$ cat config.mk
export PLATFORM = sky130hd
export DESIGN_NAME = dsp_mac_slice_flat
export DESIGN_NICKNAME = d
export VERILOG_FILES = /design/src/rtl/dsp_slice_pkg.sv /design/src/rtl/dsp_mac_slice_if.sv /design/src/rtl/dsp_postadd.sv /design/src/rtl/dsp_mac_slice.sv /design/src/flat_wrapper.sv
export SDC_FILE = /design/constraint.sdc
export NUM_CORES = 2
export LEC_CHECK = 0
export BUFFER_PORTS_ARGS = -buffer_cell sky130_fd_sc_hd__buf_2
export CAP_MARGIN = 20
export CORE_ASPECT_RATIO = 1.75
export CORE_UTILIZATION = 48
export DETAILED_ROUTE_END_ITERATION = 8
export PLACE_DENSITY_LB_ADDON = 0.3
export SETUP_SLACK_MARGIN = 0.02
export SLEW_MARGIN = 20
export SYNTH_ARGS = -nofsm -noshare
export SYNTH_HDL_FRONTEND = slang
export SYNTH_SLANG_ARGS = --single-unit
$ cat constraint.sdc
create_clock -name clk -period 11.95 [get_ports clk]
set_clock_uncertainty 0.1 [all_clocks]
set_input_delay 0.5975 -clock clk [delete_from_list [all_inputs] [get_ports clk]]
set_output_delay 0.5975 -clock clk [all_outputs]
set_load 0.02 [all_outputs]
$ cat src/rtl/dsp_slice_pkg.sv
// Shared opmode field positions and X/Z operand selector encodings for the MAC slice.
package dsp_slice_pkg;

    typedef enum logic [1:0] {
        X_ZERO = 2'd0,
        X_M    = 2'd1,
        X_P    = 2'd2,
        X_DAB  = 2'd3
    } x_sel_e;

    typedef enum logic [1:0] {
        Z_ZERO = 2'd0,
        Z_PCIN = 2'd1,
        Z_P    = 2'd2,
        Z_C    = 2'd3
    } z_sel_e;

    localparam int OP_X_LSB   = 0;
    localparam int OP_Z_LSB   = 2;
    localparam int OP_PREADD  = 4;
    localparam int OP_CIN     = 5;
    localparam int OP_PRESUB  = 6;
    localparam int OP_POSTSUB = 7;

endpackage

$ cat src/rtl/dsp_mac_slice_if.sv
// Sample/result bundle of the MAC slice; master is the sample source, slave is the slice.
interface dsp_mac_slice_if #(
    parameter int A_W = 18,
    parameter int B_W = 18,
    parameter int P_W = 48
);
    logic                 in_valid;
    logic                 acc_clr;
    logic [7:0]           opmode;
    logic [A_W-1:0]       A;
    logic [B_W-1:0]       B;
    logic [B_W-1:0]       D;
    logic [B_W-1:0]       BCIN;
    logic [P_W-1:0]       C;
    logic [P_W-1:0]       PCIN;

    logic [B_W-1:0]       BCOUT;
    logic [A_W+B_W-1:0]   M;
    logic [P_W-1:0]       P;
    logic [P_W-1:0]       PCOUT;
    logic                 CARRYOUT;
    logic                 CARRYOUTF;
    logic                 sat;
    logic                 out_valid;

    modport master (
        output in_valid, acc_clr, opmode, A, B, D, BCIN, C, PCIN,
        input  BCOUT, M, P, PCOUT, CARRYOUT, CARRYOUTF, sat, out_valid
    );

    modport slave (
        input  in_valid, acc_clr, opmode, A, B, D, BCIN, C, PCIN,
        output BCOUT, M, P, PCOUT, CARRYOUT, CARRYOUTF, sat, out_valid
    );
endinterface

$ cat src/rtl/dsp_postadd.sv
// Combinational post-adder: X/Z operand select, carry-in, add or subtract, optional clamp.
module dsp_postadd
    import dsp_slice_pkg::*;
#(
    parameter int P_W    = 48,
    parameter int SAT_EN = 0
) (
    input  logic [7:0]     opmode_i,
    input  logic           clr_i,
    input  logic [P_W-1:0] m_i,
    input  logic [P_W-1:0] dab_i,
    input  logic [P_W-1:0] p_i,
    input  logic [P_W-1:0] pcin_i,
    input  logic [P_W-1:0] c_i,
    output logic [P_W-1:0] p_o,
    output logic           carry_o,
    output logic           sat_o
);

    logic [P_W-1:0] x_op;
    logic [P_W-1:0] z_op;
    logic [P_W:0]   cin_ext;
    logic [P_W:0]   raw;
    logic           sub;

    // Overflow on add pins to all-ones, borrow on subtract pins to zero.
    function automatic logic [P_W-1:0] clamp(input logic [P_W-1:0] v,
                                             input logic           ovf,
                                             input logic           is_sub);
        if (SAT_EN == 0 || !ovf) return v;
        return is_sub ? '0 : '1;
    endfunction

    always_comb begin
        x_op = '0;
        case (x_sel_e'(opmode_i[OP_X_LSB +: 2]))
            X_ZERO: x_op = '0;
            X_M:    x_op = m_i;
            X_P:    x_op = p_i;
            X_DAB:  x_op = dab_i;
            default: x_op = '0;
        endcase

        z_op = '0;
        case (z_sel_e'(opmode_i[OP_Z_LSB +: 2]))
            Z_ZERO: z_op = '0;
            Z_PCIN: z_op = pcin_i;
            Z_P:    z_op = p_i;
            Z_C:    z_op = c_i;
            default: z_op = '0;
        endcase
        if (clr_i) z_op = '0;

        sub     = opmode_i[OP_POSTSUB];
        cin_ext = {{P_W{1'b0}}, opmode_i[OP_CIN]};
        if (sub) raw = {1'b0, z_op} - {1'b0, x_op} - cin_ext;
        else     raw = {1'b0, z_op} + {1'b0, x_op} + cin_ext;

        carry_o = raw[P_W];
        p_o     = clamp(raw[P_W-1:0], raw[P_W], sub);
        sat_o   = (SAT_EN != 0) && raw[P_W];
    end

endmodule

$ cat src/rtl/dsp_mac_slice.sv
// Four-stage pre-add / multiply / post-add slice with a valid bit gating accumulation.
module dsp_mac_slice
    import dsp_slice_pkg::*;
#(
    parameter int A_W    = 18,
    parameter int B_W    = 18,
    parameter int P_W    = 48,
    parameter int B_SRC  = 0,
    parameter int SAT_EN = 0
) (
    input  logic            clk,
    input  logic            rst_n,
    input  logic            ce,
    dsp_mac_slice_if.slave  bus
);

    localparam int M_W   = A_W + B_W;
    localparam int DAB_W = 2 * B_W + A_W;

    logic [A_W-1:0] a_p0_q, a_p1_q, a_p2_q;
    logic [B_W-1:0] b_p0_q, b_p1_q, b_p2_q;
    logic [B_W-1:0] d_p0_q, d_p1_q, d_p2_q;
    logic [P_W-1:0] c_p0_q, c_p1_q, c_p2_q;
    logic [P_W-1:0] pcin_p0_q, pcin_p1_q, pcin_p2_q;
    logic [7:0]     op_p0_q, op_p1_q, op_p2_q;
    logic           clr_p0_q, clr_p1_q, clr_p2_q;
    logic           vld_p0_q, vld_p1_q, vld_p2_q, vld_p3_q;
    logic [M_W-1:0] m_p2_q;
    logic [P_W-1:0] p_p3_q;
    logic           co_p3_q, sat_p3_q;

    logic [B_W-1:0]   b_p0_d;
    logic [B_W-1:0]   b_p1_d;
    logic [M_W-1:0]   m_p2_d;
    logic [DAB_W-1:0] dab_full;
    logic [P_W-1:0]   m_ext, dab_ext;
    logic [P_W-1:0]   p_p3_d;
    logic             co_p3_d, sat_p3_d;

    function automatic logic [B_W-1:0] preadd(input logic           en,
                                              input logic           is_sub,
                                              input logic [B_W-1:0] d,
                                              input logic [B_W-1:0] b);
        if (!en) return b;
        return is_sub ? d - b : d + b;
    endfunction

    assign b_p0_d   = (B_SRC != 0) ? bus.BCIN : bus.B;
    assign b_p1_d   = preadd(op_p0_q[OP_PREADD], op_p0_q[OP_PRESUB], d_p0_q, b_p0_q);
    assign m_p2_d   = M_W'(a_p1_q) * M_W'(b_p1_q);
    // Size casts zero-extend or truncate the concatenation to the post-add width.
    assign dab_full = {d_p2_q, a_p2_q, b_p2_q};
    assign dab_ext  = P_W'(dab_full);
    assign m_ext    = P_W'(m_p2_q);

    dsp_postadd #(
        .P_W    (P_W),
        .SAT_EN (SAT_EN)
    ) u_postadd (
        .opmode_i (op_p2_q),
        .clr_i    (clr_p2_q),
        .m_i      (m_ext),
        .dab_i    (dab_ext),
        .p_i      (p_p3_q),
        .pcin_i   (pcin_p2_q),
        .c_i      (c_p2_q),
        .p_o      (p_p3_d),
        .carry_o  (co_p3_d),
        .sat_o    (sat_p3_d)
    );

    always_ff @(posedge clk or negedge rst_n) begin
        if (!rst_n) begin
            a_p0_q    <= '0; b_p0_q    <= '0; d_p0_q   <= '0; c_p0_q   <= '0;
            pcin_p0_q <= '0; op_p0_q   <= '0; clr_p0_q <= 1'b0; vld_p0_q <= 1'b0;
            a_p1_q    <= '0; b_p1_q    <= '0; d_p1_q   <= '0; c_p1_q   <= '0;
            pcin_p1_q <= '0; op_p1_q   <= '0; clr_p1_q <= 1'b0; vld_p1_q <= 1'b0;
            a_p2_q    <= '0; b_p2_q    <= '0; d_p2_q   <= '0; c_p2_q   <= '0;
            pcin_p2_q <= '0; op_p2_q   <= '0; clr_p2_q <= 1'b0; vld_p2_q <= 1'b0;
            m_p2_q    <= '0;
            p_p3_q    <= '0; co_p3_q   <= 1'b0; sat_p3_q <= 1'b0; vld_p3_q <= 1'b0;
        end else if (ce) begin
            // Stage 1: input capture
            a_p0_q    <= bus.A;
            b_p0_q    <= b_p0_d;
            d_p0_q    <= bus.D;
            c_p0_q    <= bus.C;
            pcin_p0_q <= bus.PCIN;
            op_p0_q   <= bus.opmode;
            clr_p0_q  <= bus.acc_clr;
            vld_p0_q  <= bus.in_valid;
            // Stage 2: pre-adder
            a_p1_q    <= a_p0_q;
            b_p1_q    <= b_p1_d;
            d_p1_q    <= d_p0_q;
            c_p1_q    <= c_p0_q;
            pcin_p1_q <= pcin_p0_q;
            op_p1_q   <= op_p0_q;
            clr_p1_q  <= clr_p0_q;
            vld_p1_q  <= vld_p0_q;
            // Stage 3: multiplier
            m_p2_q    <= m_p2_d;
            a_p2_q    <= a_p1_q;
            b_p2_q    <= b_p1_q;
            d_p2_q    <= d_p1_q;
            c_p2_q    <= c_p1_q;
            pcin_p2_q <= pcin_p1_q;
            op_p2_q   <= op_p1_q;
            clr_p2_q  <= clr_p1_q;
            vld_p2_q  <= vld_p1_q;
            // Stage 4: post-add; result state only moves on valid samples
            vld_p3_q  <= vld_p2_q;
            if (vld_p2_q) begin
                p_p3_q   <= p_p3_d;
                co_p3_q  <= co_p3_d;
                sat_p3_q <= sat_p3_d;
            end
        end
    end

    assign bus.BCOUT     = b_p1_q;
    assign bus.M         = m_p2_q;
    assign bus.P         = p_p3_q;
    assign bus.PCOUT     = p_p3_q;
    assign bus.CARRYOUT  = co_p3_q;
    assign bus.CARRYOUTF = co_p3_q;
    assign bus.sat       = sat_p3_q;
    assign bus.out_valid = vld_p3_q;

endmodule

$ cat src/flat_wrapper.sv
// flat-port wrapper written by rule: the top's interface ports become plain ports
module dsp_mac_slice_flat import dsp_slice_pkg::*;
#(
    parameter int A_W    = 18,
    parameter int B_W    = 18,
    parameter int P_W    = 48,
    parameter int B_SRC  = 0,
    parameter int SAT_EN = 0
)
  (clk, rst_n, ce, bus_in_valid, bus_acc_clr, bus_opmode, bus_A, bus_B, bus_D, bus_BCIN, bus_C, bus_PCIN, bus_BCOUT, bus_M, bus_P, bus_PCOUT, bus_CARRYOUT, bus_CARRYOUTF, bus_sat, bus_out_valid);
  dsp_mac_slice_if #(.A_W(A_W), .B_W(B_W), .P_W(P_W)) bus_i ();
  input  logic clk;
  input  logic rst_n;
  input  logic ce;
  input wire logic [$bits(bus_i.in_valid)-1:0] bus_in_valid;
  input wire logic [$bits(bus_i.acc_clr)-1:0] bus_acc_clr;
  input wire logic [$bits(bus_i.opmode)-1:0] bus_opmode;
  input wire logic [$bits(bus_i.A)-1:0] bus_A;
  input wire logic [$bits(bus_i.B)-1:0] bus_B;
  input wire logic [$bits(bus_i.D)-1:0] bus_D;
  input wire logic [$bits(bus_i.BCIN)-1:0] bus_BCIN;
  input wire logic [$bits(bus_i.C)-1:0] bus_C;
  input wire logic [$bits(bus_i.PCIN)-1:0] bus_PCIN;
  output wire logic [$bits(bus_i.BCOUT)-1:0] bus_BCOUT;
  output wire logic [$bits(bus_i.M)-1:0] bus_M;
  output wire logic [$bits(bus_i.P)-1:0] bus_P;
  output wire logic [$bits(bus_i.PCOUT)-1:0] bus_PCOUT;
  output wire logic [$bits(bus_i.CARRYOUT)-1:0] bus_CARRYOUT;
  output wire logic [$bits(bus_i.CARRYOUTF)-1:0] bus_CARRYOUTF;
  output wire logic [$bits(bus_i.sat)-1:0] bus_sat;
  output wire logic [$bits(bus_i.out_valid)-1:0] bus_out_valid;
  assign bus_i.in_valid = bus_in_valid;
  assign bus_i.acc_clr = bus_acc_clr;
  assign bus_i.opmode = bus_opmode;
  assign bus_i.A = bus_A;
  assign bus_i.B = bus_B;
  assign bus_i.D = bus_D;
  assign bus_i.BCIN = bus_BCIN;
  assign bus_i.C = bus_C;
  assign bus_i.PCIN = bus_PCIN;
  assign bus_BCOUT = bus_i.BCOUT;
  assign bus_M = bus_i.M;
  assign bus_P = bus_i.P;
  assign bus_PCOUT = bus_i.PCOUT;
  assign bus_CARRYOUT = bus_i.CARRYOUT;
  assign bus_CARRYOUTF = bus_i.CARRYOUTF;
  assign bus_sat = bus_i.sat;
  assign bus_out_valid = bus_i.out_valid;
  dsp_mac_slice #(.A_W(A_W), .B_W(B_W), .P_W(P_W), .B_SRC(B_SRC), .SAT_EN(SAT_EN)) u_core (.clk(clk), .rst_n(rst_n), .ce(ce), .bus(bus_i));
endmodule
==> metrics.md <==
| Metric | Value |
|---|---|
| Outcome | `completed` |
| Maximum Capacitance Violations | `0` |
| Maximum clock path buffer count | `3` |
| Average detailed-routed wire length per instance | `20.76 µm` |
| Inserted Diodes | `0` |
| Post-synthesis register bit count | `550` |
| Area of the die | `87570 µm²` |
| Cells after synthesis | `4065` |
| Cell area after synthesis | `41440 µm²` |
| Post-CTS Hold Fix Bufs | `1` |
| Clock latency reported for the late side of the worst-skew pair | `0.68 ns` |
| Biggest fanout along the worst timing path | `21` |
| Transition time of the tightest slew-check pin | `1.144 ns` |
| Vias per std cell | `5.558` |
| Top library cells by usage in the layout, fill and taps aside | `sky130_fd_sc_hd__mux2_2, sky130_fd_sc_hd__dfrtp_1, sky130_fd_sc_hd__inv_1` |
| CTS clock-pin slew for the worst setup and hold paths | `0.07 ns` |
| Routability congestion estimate from global placement | `0.9276` |
| Number of flops mapped to enable cells by yosys | `0` |
| Crit path required time | `12.40 ns` |
| Number of top-level design ports | `335` |
| Net count of the finished layout | `4919` |
| Crit start category | `register` |
| Initial drt markers | `1604` |
| Antenna violations before repair | `1` |
| First-pass GRT wire length | `177200 µm` |
| Routed Wire Length | `112200 µm` |
| Number of nets with antenna violations after routing | `0` |
| Asr flop ratio synth | `100.0%` |
| Count of buffers added by post-CTS timing repair for setup | `0` |
| CTS Root Cell | `sky130_fd_sc_hd__clkbuf_16` |
| Min Clock Period, post-route | `7.498 ns` |
| Starting utilization of the core area | `48.39%` |
| Worst hold-check path type | `in -> reg` |
| Fraction of final layout cells with drive strength greater than 1 | `24.33%` |
| Net Count, Synth | `4774` |
| Count of input and output buffers | `315` |
| TritonCTS clock tree | `yes` |
| DRC violation count after routing | `0` |
| Most common cell after layout, fill and taps aside | `sky130_fd_sc_hd__mux2_2` |
| Slew Viols, Final | `0` |
| Core area | `85640 µm²` |
| Total CTS buffers | `55` |
| Core Rows | `142` |
| Share of the synthesized area in the top cell type | `33.21%` |
| Commonest register cell after synthesis | `sky130_fd_sc_hd__dfrtp_1` |
| Number of clock sinks seen by CTS | `550` |
| Yosys warning count | `0` |
| Element type at the critical path end | `register` |
| GRT Overall Usage | `26.19%` |
| Post-synthesis cell type with the largest combined area | `sky130_fd_sc_hd__dfrtp_1` |
| Maximum number of pins on one net before global-route repair | `184` |
| Top area cells in the synthesized netlist | `sky130_fd_sc_hd__dfrtp_1, sky130_fd_sc_hd__mux2_2, sky130_fd_sc_hd__fa_1` |
| Seq/Total Area, Yosys | `33.21%` |
| Final period utilization | `62.75%` |
| Number of optimization iterations in the first detailed-route pass | `5` |
| Width of the chip | `224.1 µm` |
| Worst slew slack as a fraction of its limit | `23.70%` |
| FMAX | `0.1334 GHz` |
| Distinct cell type count of the synthesized netlist | `86` |
| Gates resized, CTS repair | `0` |
| Summed negative setup slack over all endpoints | `0 ns` |
| Area grow syn2layout | `10.04%` |
| Number of endpoints with negative hold slack in the final report | `0` |
| Crit path arrival time | `7.95 ns` |
| Final global-route overflow total | `0` |
| Vias in the first global route | `31510` |
| CTS H-Tree Depth | `2` |
| Setup repair after global routing missed its margin | `false` |
| CP Class | `reg -> reg` |
| HPWL after detailed placement | `83970 µm` |
| Die Ht | `390.7 µm` |
| Mean area per synthesized cell | `10.20 µm²` |
| Vias after detailed routing | `30050` |
| Total setup violations reported at the end of the flow | `0` |
[worst paths after layout]
path | startpoint | to | slack (ns) | cells after the start
worst min register to register | u_core.c_p1_q[46] | u_core.c_p2_q[46] | 0.39 | 1
worst min-delay path | bus_B[16] | u_core.b_p0_q[16] | 0.05 | 2
worst max-delay path | u_core.bus.BCOUT[5] | u_core.bus.M[32] | 4.45 | 20
min in group asynchronous | rst_n | u_core.a_p1_q[0] | 0.44 | 2
worst max register to register | u_core.bus.BCOUT[5] | u_core.bus.M[32] | 4.45 | 20
max in group asynchronous | rst_n | u_core.op_p2_q[0] | 9.12 | 4
[registers in the layout (all words and copies together) (netlist names), 36 cells and up]
name / flops
u_core.bus.P: 48
u_core.c_p0_q: 48
u_core.c_p1_q: 48
u_core.c_p2_q: 48
u_core.pcin_p0_q: 48
u_core.pcin_p1_q: 48
u_core.pcin_p2_q: 48
u_core.bus.M: 36
[synth_stat cells (50+ instances only)]
master                     count
sky130_fd_sc_hd__buf_4        50
sky130_fd_sc_hd__clkbuf_1    202
sky130_fd_sc_hd__ha_1        267
sky130_fd_sc_hd__xnor2_1      98
sky130_fd_sc_hd__nor2_1      137
sky130_fd_sc_hd__dfrtp_1     550
sky130_fd_sc_hd__nand2_1     411
sky130_fd_sc_hd__inv_1       458
sky130_fd_sc_hd__mux2_2      548
sky130_fd_sc_hd__a21o_1       80
sky130_fd_sc_hd__and2_1      137
sky130_fd_sc_hd__o21ai_0     124
sky130_fd_sc_hd__a21oi_1     204
sky130_fd_sc_hd__fa_1        261
[per-layer routing]
| metal | track usage [%] | up-vias | part of all wire [%] |
|---|---|---|---|
| li1 | - | 13870 | - |
| met1 | 31.28 | 15040 | 39 |
| met2 | 46.02 | 864 | 50 |
| met3 | 3.322 | 270 | 4.8 |
| met4 | 13.23 | 2 | 5.3 |
| met5 | 0 | - | 0.033 |
[per-stage QoR]
| step | util [%] | hold WS (ns) | std cells | area, µm² | setup WS, ns |
|---|---|---|---|---|---|
| 6_report | 53.26 | 0.04663 | 5406 | 45610 | 4.452 |
| 5_1_grt | 53.26 | 0.04709 | 5406 | 45610 | 4.100 |
| 4_1_cts | 53.26 | 0.03129 | 5406 | 45610 | 4.419 |
| 3_5_place_dp | 50.96 | 0.3892 | 5304 | 43640 | 4.470 |
| 3_3_place_gp | 50.96 | 0.3836 | 5304 | 43640 | 4.560 |
| 2_1_floorplan | - | 0.2019 | 4065 | 41440 | 5.580 |
[area by class of cell]
| cell class | count | area, µm² |
|---|---|---|
| Clock inverter | 34 | 481.7 |
| Inverter | 459 | 1723 |
| Timing Repair Buffer | 356 | 1944 |
| Multi-Input combinational cell | 2788 | 24780 |
| Sequential cell | 550 | 13770 |
| Clock buffer | 67 | 1471 |
| Fill cell | 7922 | 40030 |
| Tap cell | 1152 | 1441 |
[cells by family (layout without fill, tap and decap cells)]
family	Yosys count	count (layout)	synth area share, %
other	1	1	0.009048
flip-flops	550	550	33.21
AND/OR/NAND/NOR	899	899	10.24
buffers and inverters	727	916	7.040
multiplexers	578	578	15.61
adder cells (fa/ha/maj)	528	528	20.67
XOR/XNOR	130	130	2.747
AO/OA/AOI/OAI	652	652	10.47
[critical path: stages, from the launching register on]
cell                       delay [ns]
sky130_fd_sc_hd__dfrtp_1         1.10
sky130_fd_sc_hd__nand2_1         0.16
sky130_fd_sc_hd__fa_1            0.52
sky130_fd_sc_hd__fa_1            0.54
sky130_fd_sc_hd__fa_1            0.52
sky130_fd_sc_hd__inv_1           0.05
sky130_fd_sc_hd__fa_1            0.50
sky130_fd_sc_hd__fa_1            0.51
sky130_fd_sc_hd__inv_1           0.06
sky130_fd_sc_hd__fa_1            0.47
sky130_fd_sc_hd__inv_1           0.07
sky130_fd_sc_hd__ha_1            0.35
sky130_fd_sc_hd__and3_1          0.21
sky130_fd_sc_hd__and3_1          0.20
sky130_fd_sc_hd__nand3_1         0.20
sky130_fd_sc_hd__a31oi_1         0.50
sky130_fd_sc_hd__o221ai_1        0.33
sky130_fd_sc_hd__a21oi_1         0.32
sky130_fd_sc_hd__o41ai_1         0.13
sky130_fd_sc_hd__mux2i_1         0.13
sky130_fd_sc_hd__a2111o_1        0.38
Power is not shown: default switching activity piles up to over one toggle a cycle in this logic, so the estimate is an artifact.
